File: src/rtl/con3_pkg.sv
// con3_pkg: shared definitions for the CON3 motion controller.
//   ANGLE_W          width of every angle value
//   DEF_STEP         default maximum angle change per frame
//   DEF_HOLD_FRAMES  default settle time in frames
//   state_t          controller state encoding
package con3_pkg;

    localparam int ANGLE_W         = 8;
    localparam int DEF_STEP        = 4;
    localparam int DEF_HOLD_FRAMES = 10;

    typedef enum logic [1:0] {
        IDLE   = 2'd0,
        MOVE   = 2'd1,
        SETTLE = 2'd2
    } state_t;

endpackage

File: src/rtl/con3_rr_arbiter.sv
// con3_rr_arbiter: combinational round-robin pick.
//   req      in   N   pending requests
//   rr_ptr   in   PW  index with highest priority this round
//   winner   out  N   one-hot winner (zero when no request)
//   any_req  out  1   at least one request pending
module con3_rr_arbiter #(
    parameter int N  = 2,
    parameter int PW = 1
) (
    input  logic [N-1:0]  req,
    input  logic [PW-1:0] rr_ptr,
    output logic [N-1:0]  winner,
    output logic          any_req
);

    logic found;

    // Search rr_ptr..N-1 first, then wrap to 0..rr_ptr-1.
    always_comb begin
        winner = '0;
        found  = 1'b0;
        for (int i = 0; i < N; i++) begin
            if (!found && req[i] && i >= int'(rr_ptr)) begin
                winner[i] = 1'b1;
                found     = 1'b1;
            end
        end
        for (int i = 0; i < N; i++) begin
            if (!found && req[i] && i < int'(rr_ptr)) begin
                winner[i] = 1'b1;
                found     = 1'b1;
            end
        end
    end

    assign any_req = |req;

endmodule

File: src/rtl/con3_motion_ctrl.sv
// con3_motion_ctrl: owns the Pmod CON3 angle input. Arbitrates angle
// requests round-robin, slews the angle toward the granted target by at
// most STEP per PWM frame, then holds for HOLD_FRAMES frames.
//   clk, rst     clock; asynchronous active-high reset
//   frame_tick   one-cycle pulse per servo PWM frame
//   req          level request per requester, held until granted
//   req_angle    target angle per requester, slice i = [8i+7:8i]
//   stop         pulse; abort the move at the present angle
//   grant        one-hot, one-cycle pulse naming the accepted requester
//   angle        registered angle to the CON3 interface
//   target       currently latched target
//   busy         high in MOVE or SETTLE
//   at_target    angle == target
// Build option: define CON3_LIMIT_EN to clamp the latched target to
// [MIN_ANGLE, MAX_ANGLE] at grant time.
module con3_motion_ctrl
    import con3_pkg::*;
#(
    parameter int                 N           = 2,
    parameter int                 STEP        = DEF_STEP,
    parameter int                 HOLD_FRAMES = DEF_HOLD_FRAMES,
    parameter logic [ANGLE_W-1:0] INIT_ANGLE  = 8'd128,
    parameter logic [ANGLE_W-1:0] MIN_ANGLE   = 8'd0,
    parameter logic [ANGLE_W-1:0] MAX_ANGLE   = 8'd255
) (
    input  logic                 clk,
    input  logic                 rst,
    input  logic                 frame_tick,
    input  logic [N-1:0]         req,
    input  logic [ANGLE_W*N-1:0] req_angle,
    input  logic                 stop,
    output logic [N-1:0]         grant,
    output logic [ANGLE_W-1:0]   angle,
    output logic [ANGLE_W-1:0]   target,
    output logic                 busy,
    output logic                 at_target
);

    localparam int PW = (N > 1) ? $clog2(N) : 1;
    localparam int HW = (HOLD_FRAMES > 0) ? $clog2(HOLD_FRAMES + 1) : 1;
    localparam logic [HW-1:0]      HOLD_LAST = HW'((HOLD_FRAMES > 0) ? HOLD_FRAMES - 1 : 0);
    localparam logic [ANGLE_W-1:0] STEP_A    = ANGLE_W'(STEP);

    state_t              state, state_n;
    logic [PW-1:0]       rr_ptr, win_idx, next_ptr;
    logic [HW-1:0]       hold_cnt;
    logic [N-1:0]        winner;
    logic                any_req;
    logic [ANGLE_W-1:0]  sel_angle, lat_angle, diff, step_angle;
    logic                do_grant, do_step, do_stop;

    con3_rr_arbiter #(.N(N), .PW(PW)) u_arb (
        .req     (req),
        .rr_ptr  (rr_ptr),
        .winner  (winner),
        .any_req (any_req)
    );

    // Winner index and its requested angle.
    always_comb begin
        win_idx   = '0;
        sel_angle = '0;
        for (int i = 0; i < N; i++) begin
            if (winner[i]) begin
                win_idx   = PW'(i);
                sel_angle = req_angle[i*ANGLE_W +: ANGLE_W];
            end
        end
    end

    assign next_ptr = (int'(win_idx) == N - 1) ? '0 : win_idx + PW'(1);

`ifdef CON3_LIMIT_EN
    always_comb begin
        if (sel_angle < MIN_ANGLE)      lat_angle = MIN_ANGLE;
        else if (sel_angle > MAX_ANGLE) lat_angle = MAX_ANGLE;
        else                            lat_angle = sel_angle;
    end
`else
    assign lat_angle = sel_angle;
`endif

    // Saturating step: never overshoots target, so it can never wrap.
    always_comb begin
        diff = (target > angle) ? target - angle : angle - target;
        if (STEP == 0 || int'(diff) <= STEP) step_angle = target;
        else if (target > angle)             step_angle = angle + STEP_A;
        else                                 step_angle = angle - STEP_A;
    end

    // State register
    always_ff @(posedge clk or posedge rst) begin
        if (rst) state <= IDLE;
        else     state <= state_n;
    end

    // Next state
    always_comb begin
        state_n = state;
        unique case (state)
            IDLE:   if (any_req) state_n = MOVE;
            MOVE:   if (stop || at_target)
                        state_n = (HOLD_FRAMES == 0) ? IDLE : SETTLE;
            SETTLE: if (frame_tick && !stop && hold_cnt == HOLD_LAST)
                        state_n = IDLE;
            default: state_n = IDLE;
        endcase
    end

    // Outputs and datapath strobes
    always_comb begin
        busy      = (state != IDLE);
        at_target = (angle == target);
        do_grant  = (state == IDLE) && any_req;
        do_stop   = (state == MOVE) && stop;
        // stop beats a coincident tick; no step once on target (exiting)
        do_step   = (state == MOVE) && frame_tick && !stop && !at_target;
    end

    always_ff @(posedge clk or posedge rst) begin
        if (rst) begin
            angle    <= INIT_ANGLE;
            target   <= INIT_ANGLE;
            grant    <= '0;
            rr_ptr   <= '0;
            hold_cnt <= '0;
        end else begin
            grant <= do_grant ? winner : '0;
            if (do_grant) begin
                target <= lat_angle;
                rr_ptr <= next_ptr;
            end
            if (do_stop) target <= angle;
            if (do_step) angle  <= step_angle;

            // Counter is zero on SETTLE entry; stop restarts the hold.
            if (state != SETTLE || stop) hold_cnt <= '0;
            else if (frame_tick)         hold_cnt <= (hold_cnt == HOLD_LAST) ? '0 : hold_cnt + HW'(1);
        end
    end

endmodule

File: config.mk
export PLATFORM = sky130hd
export DESIGN_NAME = con3_motion_ctrl
export DESIGN_NICKNAME = d
export VERILOG_FILES = /design/src/rtl/con3_pkg.sv /design/src/rtl/con3_rr_arbiter.sv /design/src/rtl/con3_motion_ctrl.sv
export SDC_FILE = /design/constraint.sdc
export NUM_CORES = 1
export LEC_CHECK = 0
export CORE_ASPECT_RATIO = 1.5
export CORE_MARGIN = 2
export CORE_UTILIZATION = 30
export CTS_CLUSTER_DIAMETER = 60
export DETAILED_ROUTE_END_ITERATION = 8
export SLEW_MARGIN = 5
export SYNTH_ARGS = -nofsm -noshare
export SYNTH_HDL_FRONTEND = slang
export SYNTH_HIERARCHICAL = 1
export SYNTH_SLANG_ARGS = --single-unit
File: constraint.sdc
create_clock -name clk -period 3 [get_ports clk]
set_input_delay 0.45 -clock clk [delete_from_list [all_inputs] [get_ports clk]]
set_output_delay 0.45 -clock clk [all_outputs]
set_load 0.05 [all_outputs]
Word-level counts from Yosys, hierarchy flattened
Cells that the tools add are included.
{"block": "classes", "n_addsub": 6, "mul": 0, "n_div": 0, "magnitude_cmp": 4, "eq_ne": 8, "shifts": 0, "n_mux": 21, "bitwise_logic": 0, "reduce_logical": 23}
{"operator": "8-bit 2-to-1 mux", "count": 7}
{"operator": "8-bit subtractor", "count": 2}
{"operator": "4-bit 2-to-1 mux", "count": 3}
{"operator": "1-bit logical AND", "count": 11}
{"operator": "8-bit by 3-bit adder with 8-bit output (second input constant)", "count": 1}
{"operator": "8-bit equality test", "count": 1}
{"operator": "8-bit greater-than comparator", "count": 1}
{"operator": "8-bit by 3-bit <= comparator with 1-bit output (second input constant)", "count": 1}
{"operator": "2-bit 2-to-1 mux", "count": 4}
{"operator": "2-bit != test (second input constant)", "count": 4}
{"operator": "8-bit by 3-bit subtractor with 8-bit output (second input constant)", "count": 1}
{"operator": "1-bit 2-to-1 mux", "count": 6}
{"operator": "2-bit case mux with 3 select lines", "count": 1}
{"operator": "2-bit nonzero test", "count": 3}
{"operator": "4-bit by 1-bit adder with 4-bit output (second input constant)", "count": 1}
{"operator": "4-bit equality test (second input constant)", "count": 1}
{"operator": "1-bit logical NOT", "count": 4}
{"operator": "3-bit AND reduction", "count": 1}
{"operator": "2-bit by 1-bit equality test with 1-bit output (second input constant)", "count": 1}
{"operator": "2-bit equality test (second input constant)", "count": 1}
{"operator": "2-bit logical NOT", "count": 1}
{"operator": "1-bit logical OR", "count": 2}
{"operator": "2-bit OR reduction", "count": 1}
{"operator": "1-bit adder (second input constant)", "count": 1}
{"operator": "other kinds (2)", "count": 2}
{"block": "totals", "register_bits": 25, "latchBits": 0, "mem_bits_rw": 0, "rom_bits": 0, "output_inout_bits": 20, "mem_count": 0}

Longest topological paths before layout
{"block": "logic_depth", "ltp_word": 14, "depth_mapped": 15}

Hierarchy
The synthesis kept the hierarchy.
{"module": "con3_motion_ctrl", "n_inst": 1, "cells_each": 253, "area_each_um2": 2182.1}
{"module": "con3_rr_arbiter", "n_inst": 1, "cells_each": 4, "area_each_um2": 25.0}

Worst setup path after synthesis
Ideal clock, no wire load.
{"block": "synth_path", "path_type": "register to register", "from": "register target[0]", "to": "register angle[7]", "setup_ns": 0.064, "arrival_ns": 3.561, "setup_slack_ns": -0.625, "stages_incl_launch_ff": 16, "synth_period_minus_slack_ns": 3.625, "path_cell_list": "dfrtp_1 > inv_1 > ha_1 > fa_1 > nand2b_2 > a211oi_4 > o221ai_4 > ha_1 > a21o_1 > a21oi_1 > o21ai_0 > xnor2_1 > or3_1 > a2bb2oi_1 > a21oi_1 > nand3_1"}
{"block": "synth_between", "elab_chain_len": 4}
{"item": "start: declaration", "line_no": "con3_motion_ctrl.sv:34", "rtl": "output logic [ANGLE_W-1:0] target,"}
{"item": "start signal: assignment", "line_no": "con3_motion_ctrl.sv:130", "rtl": "target <= lat_angle;"}
{"item": "start signal: assignment", "line_no": "con3_motion_ctrl.sv:133", "rtl": "if (do_stop) target <= angle;"}
{"item": "8-bit subtractor or 8-bit greater-than comparator (tied branches)", "line_no": "con3_motion_ctrl.sv:85, con3_motion_ctrl.sv:87"}
{"item": "8-bit 2-to-1 mux", "line_no": "con3_motion_ctrl.sv:85", "rtl": "diff = (target > angle) ? target - angle : angle - target;"}
{"item": "8-bit by 3-bit <= comparator with 1-bit output", "line_no": "con3_motion_ctrl.sv:86", "rtl": "if (STEP == 0 || int'(diff) <= STEP) step_angle = target;"}
{"item": "8-bit 2-to-1 mux", "line_no": "con3_motion_ctrl.sv:86"}
{"item": "end signal: assignment", "line_no": "con3_motion_ctrl.sv:134", "rtl": "if (do_step) angle <= step_angle;"}
{"item": "end: declaration", "line_no": "con3_motion_ctrl.sv:33", "rtl": "output logic [ANGLE_W-1:0] angle,"}
Parallel ways exist; a longest one is shown, timed or not.
A chain may end at the register's enable or synchronous reset.

Final worst setup path
{"block": "layout_path", "from": "register angle[0]", "to": "register angle[6]"}
{"block": "layout_between", "elab_chain_len": 4}
{"item": "8-bit subtractor or 8-bit greater-than comparator (tied branches)", "line_no": "con3_motion_ctrl.sv:85, con3_motion_ctrl.sv:87"}
{"item": "8-bit 2-to-1 mux", "line_no": "con3_motion_ctrl.sv:85"}
{"item": "8-bit by 3-bit <= comparator with 1-bit output", "line_no": "con3_motion_ctrl.sv:86"}
{"item": "8-bit 2-to-1 mux", "line_no": "con3_motion_ctrl.sv:86"}
Parallel ways exist; a longest one is shown, timed or not.

==> summary.md <==
| Metric | Value |
|---|---|
| Status | complete, but fails checks |
| Failing checks | setup timing |
| Placed cell count | 432 |
| R2R setup slack | -230 ps |
| DRT Pass-1 Iters | 4 |
| Initial core utilization | 30.7% |
| Final WL | between 6 and 7 mm |
| Synth top area share | between 20% and 30% |
| Placer Congestion | ~0.85 |
| Rows | 38 |
| Filler cell count in the final layout | between 700 and 800 |
| Share of post-route cells with drive strength above 1 | a little over a quarter |
| Worst slew pin tran | between 900 and 1000 ps |
| Starting DRT DRC Count | roughly 110 |
| Mux share of post-synthesis cell area | around 3.5% |
| Setup TNS | -1500 ps |
| First-pass GRT wire length | between 10 and 15 mm |
| RSZ-0062 raised after global routing | yes |
| Synth Area in Compound Gates | approximately 24% |
| CTS Buf Count | 3 |
| Final slew viol count | 0 |
| Final setup margin | -228 ps |
| WP data required | ~3200 ps |
| Hold Path Class | reg -> reg |
| Post-synth ARST share | 100% |
| Syn nets | between 300 and 400 |
| H-Tree Depth | 1 |
| Ant diodes | 0 |
| Grt ovf | 0 |
| Post-route insts no fill | about 450 |
| Max Fanout on Critical Path | 7 |
| Synth Cell Area | 2210 um2 |
| Setup violators final | 8 |
| Crit path time final | between 3000 and 4000 ps |
| Main combinational cell family by area after synthesis | compound AO/OA/AOI/OAI gates |
| Nets | 392 |
| Sequential fraction of the synthesis area | between 20 and 30% |
| Largest net degree at the start of global routing | 26 |
| Vias/cell | 5.02 |
| Synth cell count leaders | dfrtp_1 (23), inv_1 (23), ha_1 (21), nor2_1 (21), a21oi_1 (19) |
| Mean Syn Cell Area | approximately 8.6 um2 |
| WL per Instance | about 15 um |
| Fin. Hold Viols | 0 |
| Max Cap Viol | 0 |
| CORE AREA | roughly 7200 um2 |
| Floorplan die height | roughly 110 um |
| Max_slew headroom | a little under two fifths |
| Clk_lat worst skew | roughly 280 ps |
| Ports | 42 |
| Synth Instances | 257 |
| Yosys reg bits | 25 |
| Number of global-route vias before repair | 2,341 |
| CP endpoint kind | flop |
| Post-synthesis simple-gate area fraction | around a fifth |
| DR vias | approximately 2,200 |
| Yosys warns | 6 |
| Chip Width | ~74 um |
| Post-synthesis adder-cell area fraction | around 15% |
| Period utilization | 108% |
| Post-synth EDFFs | 0 |
| Setup CP Type | reg -> reg |
| CTS Sinks | 25 |
| DIE AREA | ~8100 um2 |
| Synth Area in XOR/XNOR | under 10% |
| Clock tree buffer depth | 2 |
| Synth area leader | dfrtp_1 |
| Maximum clock rate | approximately 0.31 GHz |
| GRT Overall Usage | about 18% |
| P&R area growth vs syn | 49.7% |
| Area after DPL | a little over 3000 um2 |
| Clock root buffer | clkbuf_8 |
| Synth top area cells | dfrtp_1 (26%), ha_1 (12%), a22oi_1 (5.8%) |
| Fin area | about 3300 um2 |
| Final HPWL DP | 5.18 mm |
| Final Skew | 10.5 ps |
| Clock Pin Slew Worst Setup and Hold Paths | roughly 100 ps |
| Synth Flop Type | dfrtp_1 |
| CTS tree | done |
| Hold WS | between 500 and 600 ps |
| Crit path DAT | roughly 3400 ps |
| DRC | 0 |
| ANT nets after route | 0 |
| Startpoint class of the critical path | flop |
| Yosys cell types | 52 |
| Input/output buffers | 41 |
| Initial antenna violation count | 0 |
==> path summary, 6_finish.rpt <==
kind	start	to	depth (start not counted)
max in group asynchronous	rst	angle[7]$_DFFE_PP1P_	3
worst min register to register	rr_ptr$_DFFE_PP0P_	rr_ptr$_DFFE_PP0P_	2
worst min-delay path	rr_ptr$_DFFE_PP0P_	rr_ptr$_DFFE_PP0P_	2
min in group asynchronous	rst	target[3]$_DFFE_PP0P_	2
worst max register to register	angle[0]$_DFFE_PP0P_	angle[6]$_DFFE_PP0P_	12
worst max-delay path	angle[0]$_DFFE_PP0P_	angle[6]$_DFFE_PP0P_	12
==> timing repair <==
item	in CTS	in global routing
gates cloned	2	0
hold buffers	0	0
pin swaps	7	3
resized for setup	16	4
setup endpoints to repair	8	8
setup buffers	6	1
hold endpoints to repair	0	0
==> placed cells by master, fill, tap and decap left out, types with 2 or more instances in the layout <==
cell,netlist,routed
o2111a_1,2,2
o221ai_4,1,2
and2_1,2,2
buf_6,1,2
xor2_1,3,3
nand2b_1,6,6
xnor2_1,5,5
mux2i_1,5,5
a21oi_1,19,17
dfrtp_2,0,7
o31a_1,3,3
clkdlybuf4s50_1,0,40
ha_4,0,3
nand2_1,18,18
a21o_1,3,3
nand4_1,5,5
nor2_1,21,20
and3b_1,2,2
fa_2,0,2
and3_1,5,3
o21ai_0,16,15
mux2_4,1,2
inv_1,23,22
a21oi_2,0,2
a22oi_1,17,17
a21boi_1,2,2
buf_4,3,49
dfstp_2,2,2
ha_1,21,18
nor3_1,5,4
nand3_1,6,5
and3_4,0,2
clkbuf_8,0,3
dfrtp_1,23,16
nor2b_1,3,3
or2_2,3,2
==> area by class of cell <==
class	count	area (um2)	area share (%)
clock inverter	1	7.51	0.227
timing repair buffer	92	802	24.3
tap	100	125	3.79
multi-input combinational	201	1600	48.6
clock buffer	3	41.3	1.25
inverter	23	86.3	2.61
sequential	25	637	19.3
==> logic make-up after synthesis <==
logic type / after synthesis
DFF: 25
and+or+nand+nor: 85
muxes: 7
xor gates and xnor gates: 8
adders and majority gates: 24
AOI/OAI and AO/OA: 76
buffers and inverters: 32
==> critical path, stage by stage, from the launching register on <==
cell      delay (ps)
dfrtp_2          440
ha_4             170
fa_2             330
nand2b_4         160
a211oi_4         300
o221ai_4         200
buf_4            180
mux2_4           300
o2111a_1         260
a211o_4          360
buf_4            160
a21oi_1          130
o31a_1           150
==> stage by stage <==
step | setup WS, ps | utilization (%)
after detailed placement | -143 | 42.6
after CTS | -70.4 | 45.6
after global placement | -88.6 | 42.6
after floorplan | -291 | -
final | -228 | 46.0
after global routing | -303 | 46.0
==> flip-flops by register name (all words and copies together), names as in the netlist <==
name      flops
angle         8
grant         2
hold_cnt      4
rr_ptr        1
state         2
target        8
==> per-layer routing <==
metal	track usage, %	wire [um]
met2	31.6	3520
met5	0	0
met3	1.48	191
met1	21.9	2810
met4	7.53	168
Power is left out: the tool's default activity adds up to more than one toggle a clock period on the data nets, which glitch-free logic cannot reach.
